## src/rtl/pipeline_ctrl_pkg.sv

```systemverilog
// Shared definitions for the pipeline sequencer: state encoding, NOP word and the x0 index.
package pipeline_ctrl_pkg;

  typedef enum logic [1:0] {
    StRun     = 2'd0,
    StMemWait = 2'd1,
    StHalt    = 2'd2
  } state_e;

  // addi x0, x0, 0
  localparam logic [31:0] NopInstr = 32'h0000_0013;
  localparam logic [4:0]  RegX0    = 5'd0;

  function automatic logic src_hit(input logic uses, input logic [4:0] rs, input logic [4:0] rd);
    return uses && (rs == rd);
  endfunction

endpackage

```

## src/rtl/pipeline_ctrl_hazard_unit.sv

```systemverilog
// Combinational load-use detector: a load in EX whose destination feeds the instruction in ID.
module pipeline_ctrl_hazard_unit
  import pipeline_ctrl_pkg::*;
(
  input  logic [4:0] id_rs1,
  input  logic [4:0] id_rs2,
  input  logic       id_uses_rs1,
  input  logic       id_uses_rs2,
  input  logic [4:0] ex_rd,
  input  logic       ex_mem_read,
  output logic       load_use
);

  // x0 is hard-wired to zero, so a load targeting it never creates a dependency.
  assign load_use = ex_mem_read && (ex_rd != RegX0) &&
                    (src_hit(id_uses_rs1, id_rs1, ex_rd) || src_hit(id_uses_rs2, id_rs2, ex_rd));

endmodule

```

## src/rtl/pipeline_ctrl.sv

```systemverilog
// Pipeline register sequencer: Mealy load/flush controls for stalls, flushes, memory waits and halt.
module pipeline_ctrl
  import pipeline_ctrl_pkg::*;
#(
  parameter int unsigned MEM_LAT = 2,
  parameter int unsigned CW      = 16
) (
  input  logic          clk,
  input  logic          rst,
  input  logic [4:0]    id_rs1,
  input  logic [4:0]    id_rs2,
  input  logic          id_uses_rs1,
  input  logic          id_uses_rs2,
  input  logic [4:0]    ex_rd,
  input  logic          ex_mem_read,
  input  logic          ex_branch_taken,
  input  logic          mem_req,
  input  logic          wb_halt,
  output logic          pc_load,
  output logic          ifid_load,
  output logic          idex_load,
  output logic          exmem_load,
  output logic          memwb_load,
  output logic          ifid_flush,
  output logic          idex_flush,
  output logic          halted,
  output logic [CW-1:0] stall_cycles
);

  localparam int unsigned   CntW    = $clog2(MEM_LAT) + 1;
  localparam bit            HasWait = (MEM_LAT > 1);
  localparam logic [CntW-1:0] CntLoad = HasWait ? CntW'(MEM_LAT - 2) : '0;

  state_e          state_q, state_d;
  logic [CntW-1:0] cnt_q, cnt_d;
  logic [CW-1:0]   stall_q;
  logic            load_use;
  logic            advance;

  pipeline_ctrl_hazard_unit u_hazard (
    .id_rs1      (id_rs1),
    .id_rs2      (id_rs2),
    .id_uses_rs1 (id_uses_rs1),
    .id_uses_rs2 (id_uses_rs2),
    .ex_rd       (ex_rd),
    .ex_mem_read (ex_mem_read),
    .load_use    (load_use)
  );

  always_comb begin
    state_d    = state_q;
    cnt_d      = cnt_q;
    advance    = 1'b0;
    halted     = 1'b0;
    pc_load    = 1'b0;
    ifid_load  = 1'b0;
    idex_load  = 1'b0;
    exmem_load = 1'b0;
    memwb_load = 1'b0;
    ifid_flush = 1'b0;
    idex_flush = 1'b0;

    unique case (state_q)
      StRun: begin
        if (wb_halt) begin
          state_d = StHalt;
        end else if (HasWait && mem_req) begin
          state_d = StMemWait;
          cnt_d   = CntLoad;
        end else begin
          advance = 1'b1;
        end
      end
      StMemWait: begin
        if (cnt_q != '0) begin
          cnt_d = cnt_q - 1'b1;
        end else if (wb_halt) begin
          state_d = StHalt;
        end else begin
          // Release cycle: the access is complete, so mem_req is not re-examined.
          state_d = StRun;
          advance = 1'b1;
        end
      end
      StHalt:  halted = 1'b1;
      default: state_d = StRun;
    endcase

    if (advance) begin
      exmem_load = 1'b1;
      memwb_load = 1'b1;
      idex_load  = 1'b1;
      if (ex_branch_taken) begin
        pc_load    = 1'b1;
        ifid_load  = 1'b1;
        ifid_flush = 1'b1;
        idex_flush = 1'b1;
      end else if (load_use) begin
        idex_flush = 1'b1;
      end else begin
        pc_load   = 1'b1;
        ifid_load = 1'b1;
      end
    end

    // Controls are forced inactive while reset is asserted.
    if (!rst) begin
      halted     = 1'b0;
      pc_load    = 1'b0;
      ifid_load  = 1'b0;
      idex_load  = 1'b0;
      exmem_load = 1'b0;
      memwb_load = 1'b0;
      ifid_flush = 1'b0;
      idex_flush = 1'b0;
    end
  end

  always_ff @(posedge clk or negedge rst) begin
    if (!rst) begin
      state_q <= StRun;
      cnt_q   <= '0;
      stall_q <= '0;
    end else begin
      state_q <= state_d;
      cnt_q   <= cnt_d;
      if (!pc_load && (state_q != StHalt) && (stall_q != {CW{1'b1}})) begin
        stall_q <= stall_q + 1'b1;
      end
    end
  end

  assign stall_cycles = stall_q;

endmodule

```

## config.mk

```make
export PLATFORM = sky130hd
export DESIGN_NAME = pipeline_ctrl
export DESIGN_NICKNAME = d
export VERILOG_FILES = /design/src/rtl/pipeline_ctrl_pkg.sv /design/src/rtl/pipeline_ctrl_hazard_unit.sv /design/src/rtl/pipeline_ctrl.sv
export SDC_FILE = /design/constraint.sdc
export NUM_CORES = 1
export LEC_CHECK = 0
export CORE_MARGIN = 5
export CORE_UTILIZATION = 46
export DETAILED_ROUTE_END_ITERATION = 6
export GPL_ROUTABILITY_DRIVEN = 0
export MAX_ROUTING_LAYER = met4
export PLACE_DENSITY = 0.84
export SYNTH_ARGS = -nofsm -noshare
export SYNTH_HDL_FRONTEND = slang
export SYNTH_SLANG_ARGS = --single-unit
```

## constraint.sdc

```tcl
create_clock -name clk -period 3.1 [get_ports clk]
set_clock_uncertainty 0.15 [all_clocks]
set_input_delay 0.31 -clock clk [delete_from_list [all_inputs] [get_ports clk]]
set_output_delay 0.31 -clock clk [all_outputs]
set_load 0.02 [all_outputs]
```

Word-level counts from Yosys, hierarchy flattened:

Cells that the tools add are included.

* bits in registers: 20
* latch bits: 0
* bits in writable memories: 0
* bits in read-only memories: 0
* input port bits: 23
* output and inout bits: 24
* memories kept: 0

* $add $sub $neg: 2
* multiply operators: 0
* div/mod/pow operators: 0
* $lt $le $gt $ge: 0
* equal/unequal tests: 11
* shift-type cells: 0
* mux-type cells: 29
* bitwise operators: 1
* reduce and logical (&&, ||, !) cells: 14

Operator list (number)
* $mux W1: 19
* $add A16 B1 Y16 const B: 1
* $ne A16 B16 Y1 const B: 1
* $mux W2: 7
* $eq A5 B5 Y1: 2
* $ne A2 B2 Y1 const B: 5
* $logic_and A1 B1 Y1: 6
* $pmux W2 S3: 1
* $reduce_bool A5 Y1: 1
* $pmux W2 S2: 1
* $reduce_and A4 Y1: 1
* $reduce_bool A2 Y1: 2
* $ne A3 B3 Y1 const B: 1
* $reduce_and A3 Y1: 1
* $eq A2 B1 Y1 const B: 1
* $eq A2 B2 Y1 const B: 1
* $logic_not A2 Y1: 1
* $pmux W1 S2: 1
* $sub A2 B1 Y2 const B: 1
* $logic_not A1 Y1: 1
* $logic_or A1 B1 Y1: 1
* $not A1 Y1: 1

Depth between registers and ports, before layout:

Gate-level depths: netlist of the first run.

* word-level depth: 11
* gate-level depth with buffers: 10
* depth with buffers taken out: 8

By module:

From an unflattened synthesis of the first run, not the netlist that was laid out.

* cells, all modules: 124
* area total of the unflattened synthesis: 1238.7 sq um

By module, submodules not included
* pipeline_ctrl: times used 1, cells each 107, area an instance 1104.8 sq um
* pipeline_ctrl_hazard_unit: times used 1, cells each 17, area an instance 133.9 sq um

Worst setup path after synthesis of the first run:

No wires, ideal clock.

* kind: reg2out
* start: reg cnt_q[0]
* end: out pc_load
* arrival time: 2.103 ns
* required time: 2.640 ns
* path slack: 0.537 ns
* cell stages (with the launch flop): 8
* path buffers: 2
* path through: dfrtp_1 > inv_1 > ha_1 > nand2b_1 > and4_1 > clkbuf_1 > a21boi_0 > buf_4

* word-level cells in the longest chain between the ends: 5

Ends and longest elaborated chain
* from (decl): RTL line pipeline_ctrl.sv:35 `logic [CntW-1:0] cnt_q, cnt_d;`
* from (signal assigned): RTL line pipeline_ctrl.sv:126 `cnt_q <= cnt_d;`
* $reduce_bool A2 Y1: RTL line pipeline_ctrl.sv:75 `if (cnt_q != '0) begin`
* $mux W1: RTL line pipeline_ctrl.sv:75
* $pmux W1 S2: RTL line pipeline_ctrl.sv:63 `unique case (state_q)`
* $mux W1 (2 in a row)
* to (decl): RTL line pipeline_ctrl.sv:19 `output logic pc_load,`

No other way between the ends.

Final worst setup path of the first run:

* start: in ex_rd[0]
* end: out idex_flush

* word-level cells in the longest chain between the ends: 8
* elaborated cells between the ends (all ways): 12
* classes of those cells: eq/ne: 2; mux: 4; reduce/logical: 6

Ends and longest elaborated chain
* from (decl): RTL line pipeline_ctrl.sv:14 `input logic [4:0] ex_rd,`
* $eq A5 B5 Y1: RTL line pipeline_ctrl_pkg.sv:15 `return uses && (rs == rd);`
* $logic_and A1 B1 Y1: RTL line pipeline_ctrl_pkg.sv:15
* $logic_or A1 B1 Y1: RTL line pipeline_ctrl_hazard_unit.sv:16 `(src_hit(id_uses_rs1, id_rs1, ex_rd) || src_hit(id_uses_rs2, id_rs2, ex_rd));`
* $logic_and A1 B1 Y1 *: RTL line pipeline_ctrl_hazard_unit.sv:15 `assign load_use = ex_mem_read && (ex_rd != RegX0) &&`
* $mux W1 *: RTL line pipeline_ctrl.sv:98 `end else if (load_use) begin`
* $mux W1 *: RTL line pipeline_ctrl.sv:93 `if (ex_branch_taken) begin`
* $mux W1 *: RTL line pipeline_ctrl.sv:89 `if (advance) begin`
* $mux W1 *: RTL line pipeline_ctrl.sv:107 `if (!rst) begin`
* to (decl): RTL line pipeline_ctrl.sv:25 `output logic idex_flush,`

Every way passes the cells marked *; elsewhere a longest branch is shown, timed or not.

==> flow_summary.yaml, run 1 <==
outcome:
  status: "finished, final reports clean"
global_routing:
  grt_overflow_total: 0
  grt_pass1_vias: 1030
  grt_pass1_wl_um: 4550
  track_usage: 0.173
  grt_start_max_net_pins: 22
  antenna_found_initial: 0
logic_synthesis:
  ys_ff_latch: 20
  yosysWarnings: 0
  yosysUniqueCellTypes: 31
  synth_top_area_share: 0.430
  syn_nets: 144
  synth_area_leaders: "dfrtp_1 (43%), xnor2_1 (11%), xor2_1 (8.3%), nor3_1 (3.9%), inv_1 (2.9%)"
  syn_area_um2: 1160
  synth.avg_cell_area_um2: 9.79
  yosysSeqAreaShare: 0.430
  synth_area_leader_cell: "dfrtp_1"
  synthesis.instances: 119
timing:
  period_share: 0.887
  hold_viol: 0
  finalSetupViolations: 0
  layout_min_cycle_time_ns: 2.75
  worst_hold_slack_ns: 0.257
  slew_viol_final: 0
  rsz0062_at_grt: "false"
  max-slew-margin-rel: 0.662
  max_freq_mhz: 364
  worst_slew_pin_slew_ns: 0.502
  fin_tns_setup_ns: 0
floorplanning:
  die_area_um2: 3640
  die_width_um: 60.3
  die_h_um: 60.3
  std_cell_rows: 18
  start_util: 0.475
  io_pins: 47
  core_area_um2: 2450
hold_path:
  hold_class: "in -> async"
drt:
  ant_nets: 0
  drt-pass1-iter-count: 4
  dr_total_vias: 1006
  wl_met3_um: 258
  m1WireLength_um: 1150
  viasPerCell: 5.13
  routed-wl-met2_um: 1370
  drcViolationCount: 0
  highest_layer: "met4"
  wire_per_inst_um: 14.3
  wirelength_um: 2800
  drt_iter0_markers: 21
power_and_ir_drop:
  ir_drop_mv: 0.459
  power.density_nw_per_um2: 475
  p_total_uw: 798
  p_leak_nw: 0.669
final_layout:
  antenna_cells: 0
  multi_input_area_um2: 593
  area_delta_synth_final_pct: 44.4
  regArea_um2: 500
  fill_cells: 198
  drive_gt1_frac: 0.0542
  layout.nets: 192
worst_setup_path:
  arrival_ns: 2.29
  critPathCaptureType: "output pin"
  cpMaxStageDelayCell: "or4_1"
  crit_path_frequent_cell: "clkdlybuf4s50_1"
  cpPeakStageDelay_ns: 0.58
  path_cells: "clkdlybuf4s50_1 > or4_1 > o211a_1 > o21a_1 > clkdlybuf4s50_1"
  crit_required_ns: 2.64
  critPathKind: "in -> out"
  cp_max_fo: 3
  worst_setup_path_start_kind: "input port"
flow_run:
  cap_viol_max_count: 0
placement:
  portBuffers: 46
  hpwl_um: 2270
clock_network:
  cts_tree: "yes"
  root_buffer: "clkbuf_4"
  post-cts-setup-buffers: 0
  clk_latency_ns: 0.30
  clock-sinks: 20
  cts_htree_levels: 1
  cts_max_path_buffers: 2
  path_clk_slew_ns: 0.11
  cts_buffers: 3
==> placed cells by master, fill, tap and decap left out, types with 2 or more instances in the layout <==
cell type	synthesis	routed
nand4_1	5	5
nand2_1	6	6
xnor2_1	14	14
nand3_1	5	5
inv_1	9	9
xor2_1	11	11
dlymetal6s2s_1	0	2
nor2_1	6	6
or3_1	3	3
nor3_1	9	9
and2_1	2	2
o21ai_0	2	2
buf_4	3	2
nor4_1	3	3
nand2b_1	4	4
dfrtp_1	20	20
ha_1	2	2
clkdlybuf4s50_1	0	44
clkbuf_4	0	3
==> sequential cells by signal, indices dropped and copies added, names as in the netlist <==
signal,flops
state_q,2
cnt_q,2
stall_cycles,16
==> per-layer routing <==
| metal | GRT usage | up-vias |
|---|---|---|
| met4 | 0.0601 | 0 |
| li1 | - | 500 |
| met5 | - | - |
| met1 | 0.206 | 461 |
| met3 | 0.0346 | 4 |
| met2 | 0.289 | 41 |
==> worst paths after layout <==
path,to,slack (ns),cells after the start,from
max,idex_flush,0.35,5,ex_rd[0]
min,stall_cycles[10],0.26,2,rst
max reg2reg,stall_cycles[1],0.72,6,stall_cycles[0]
min reg2reg,stall_cycles[14],0.35,1,stall_cycles[14]
max in group asynchronous,stall_cycles[4],2.33,2,rst
min in group clk,stall_cycles[14],0.35,1,stall_cycles[14]
==> stage by stage <==
stage | std cells | utilization | area, µm² | setup slack, ns
after floorplan | 119 | - | 1160 | 0.537
after global placement | 192 | 0.668 | 1640 | 0.169
after detailed placement | 192 | 0.668 | 1640 | 0.152
after CTS | 196 | 0.683 | 1680 | 0.148
after global routing | 196 | 0.685 | 1680 | 0.264
final | 196 | 0.685 | 1680 | 0.351
==> area by class of cell <==
type	count	share of cell area
multi-input combinational	85	0.353
sequential	20	0.298
timing repair buffer	48	0.286
tap	30	0.0223
clock buffer	4	0.0216
inverter	9	0.0201
==> synth_stat cells <==
library cell	instances
dfrtp_1	20
xnor2_1	14
xor2_1	11
inv_1	9
nor3_1	9
nand2_1	6
nor2_1	6
nand3_1	5
nand4_1	5
nand2b_1	4
buf_4	3
nor4_1	3
or3_1	3
and2_1	2
ha_1	2
o21ai_0	2
a21boi_0	1
a21oi_1	1
a21oi_4	1
and4_1	1
buf_6	1
clkbuf_1	1
mux2_1	1
nor2b_1	1
nor3_2	1
o211a_1	1
o211ai_2	1
o21a_1	1
o22ai_1	1
o32ai_1	1
or4_1	1
==> power by group <==
| part | leakage (nW) | switching [mW] | total [mW] | internal, mW |
|---|---|---|---|---|
| combinational | 0.427 | 0.137 | 0.284 | 0.147 |
| clock | 0.0210 | 0.0774 | 0.149 | 0.0717 |
| sequential | 0.221 | 0.0545 | 0.365 | 0.311 |
| total | 0.669 | 0.269 | 0.798 | 0.530 |
==> logic make-up (layout without fill, tap and decap cells) <==
logic type,count (synthesis),in the layout,share of synthesized area
and+or+nand+nor,47,47,0.218
xor gates and xnor gates,25,25,0.188
DFF,20,20,0.430
buffers and inverters,14,61,0.0612
AOI/OAI and AO/OA,10,10,0.0720
adders and majority gates,2,2,0.0215
muxes,1,1,0.00967
==> worst max-delay path: cells and delay by family <==
family	cells	cell delay, ns
buffers and inverters	2	1.00
AOI/OAI and AO/OA	2	0.40
and+or+nand+nor	1	0.58
==> what timing repair did <==
item / CTS / global route
resized for setup: 0 / 2
setup endpoints to repair: 0 / 2
endpoints found under the hold margin: 0 / 0
hold buffers: 0 / 0
Note: power is estimated with default switching activity, not from simulation.
==> run 2, diff against run 1 <==
Settings changed: CORE_UTILIZATION 46 to 45, PLACE_DENSITY 0.84 to 0.82.
==> run 2 against run 1 <==
  * Count of clock-buffer cells in the layout unchanged
  * Die area grew 1.9%
  * Clock power about the same
  * First-iteration DRC count rose by 9.5%
  * Via count fell by 0.20%
  * Worst setup slack lost 0.013 ns
  * Critical path depth unchanged
  * Fmax down 0.47%
  * Non-clock buffer count is the same
  * Critical endpoint unchanged
==> flow_summary.yaml, run 2 (same netlist as run 1, synthesis figures left out) <==
timing:
  finalSetupViolations: 0
  slew_viol_final: 0
  rsz0062_at_grt: "false"
  hold_viol: 0
  period_share: 0.891
  worst_hold_slack_ns: 0.199
  fin_ws_ns: 0.338
  fin_tns_setup_ns: 0
  max_freq_mhz: 362
  max-slew-margin-rel: 0.661
  worst_slew_pin_slew_ns: 0.504
  layout_min_cycle_time_ns: 2.76
worst_setup_path:
  cpMaxStageDelayCell: "or4_1"
  worst_setup_path_start_kind: "input port"
  arrival_ns: 2.30
  crit_required_ns: 2.64
  cpPeakStageDelay_ns: 0.58
  path_buf_inv: 2
  critPathCaptureType: "output pin"
  cp_max_fo: 3
  crit_path_frequent_cell: "clkdlybuf4s50_1"
  cp_top_family: "buffers and inverters"
  path_cells: "clkdlybuf4s50_1 > or4_1 > o211a_1 > o21a_1 > clkdlybuf4s50_1"
  critPathKind: "in -> out"
power_and_ir_drop:
  p_leak_nw: 0.669
  seq_power_share: 0.456
  ir_drop_mv: 0.476
  p_int_uw: 531
  switching_share: 0.338
  p_comb_frac: 0.355
  power.density_nw_per_um2: 476
  p_sw_uw: 271
  p_total_uw: 801
  clkPwrFrac: 0.189
drt:
  wirelength_um: 2700
  dr_total_vias: 1004
  drt-pass1-iter-count: 4
  wire_per_inst_um: 13.8
  ant_nets: 0
  viasPerCell: 5.12
  drt_iter0_markers: 23
  drcViolationCount: 0
floorplanning:
  start_util: 0.470
  io_pins: 47
  die_h_um: 60.9
  std_cell_rows: 18
  die_area_um2: 3710
  core_area_um2: 2480
  die_width_um: 60.9
clock_network:
  clock-sinks: 20
  post-cts-setup-buffers: 0
  cts_tree: "yes"
  clk_latency_ns: 0.31
  path_clk_slew_ns: 0.12
  cts_hold_buf: 0
  root_buffer: "clkbuf_4"
  cts_buffers: 3
  cts_htree_levels: 1
  cts_max_path_buffers: 2
global_routing:
  antenna_found_initial: 0
  grt_pass1_vias: 962
  track_usage: 0.155
  grt_overflow_total: 0
  grt_pass1_wl_um: 4170
  grt_start_max_net_pins: 22
flow_run:
  cap_viol_max_count: 0
final_layout:
  area_delta_synth_final_pct: 44.4
  largest_register_ff_count: 16
  stdcell_count: 196
  drive_gt1_frac: 0.0542
  final_cell_mix: "clkdlybuf4s50_1 (44), dfrtp_1 (20), xnor2_1 (14), xor2_1 (11)"
  layout.nets: 192
  final_util: 0.679
  layout_commonest_cell: "clkdlybuf4s50_1"
  antenna_cells: 0
  fin_area_um2: 1680
placement:
  dpl-instance-area_um2: 1640
  hpwl_um: 2160
  place_inst: 192
  pre_cts_slack_ns: 0.115
  portBuffers: 46
hold_path:
  hold_class: "in -> async"
outcome:
  status: "finished, final reports clean"
==> run 2: cell counts in the layout (fill, tap and decap cells not counted) <==
Identical to the previous run, type by type.
==> run 2: repair_timing <==
item,CTS,global route
resized for setup,0,2
hold endpoints to repair,0,0
setup endpoints to repair,0,2
==> run 2: worst paths after layout <==
kind / from / endpoint / slack [ns] / cells past startpoint
min in group clk: stall_cycles[5] / stall_cycles[5] / 0.35 / 1
min: rst / stall_cycles[15] / 0.20 / 2
max in group asynchronous: rst / stall_cycles[14] / 2.39 / 2
max reg2reg: stall_cycles[0] / stall_cycles[1] / 0.72 / 6
min reg2reg: stall_cycles[5] / stall_cycles[5] / 0.35 / 1
max: ex_rd[0] / idex_flush / 0.34 / 5
==> run 2: power groups by stage <==
stage / Sequential, mW / Clock, mW / Combinational [mW]
after global placement: 0.367 / 0 / 0.278
after global routing: 0.377 / 0.165 / 0.311
final: 0.365 / 0.152 / 0.285
after detailed placement: 0.371 / 0 / 0.286
after floorplan: 0.409 / 0 / 0.0961
after CTS: 0.367 / 0.155 / 0.289
==> run 2: area by class of cell <==
class | instances | area (µm²)
clock buffer | 4 | 36.3
sequential | 20 | 500
fill | 209 | 796
timing repair buffer | 48 | 480
tap | 30 | 37.5
multi-input combinational | 85 | 593
inverter | 9 | 33.8
==> run 2: routing by layer <==
metal  share of wire  track usage
met5               0            -
met4           0.011       0.0464
met3           0.078       0.0298
met2            0.50        0.273
met1            0.41        0.176
==> run 2: worst register-to-register path: stages (launching register included) <==
cell	delay, ns
dfrtp_1	0.43
ha_1	0.25
nand4_1	0.11
nor4_1	0.40
nor3_1	0.15
a21oi_4	0.42
mux2_1	0.36
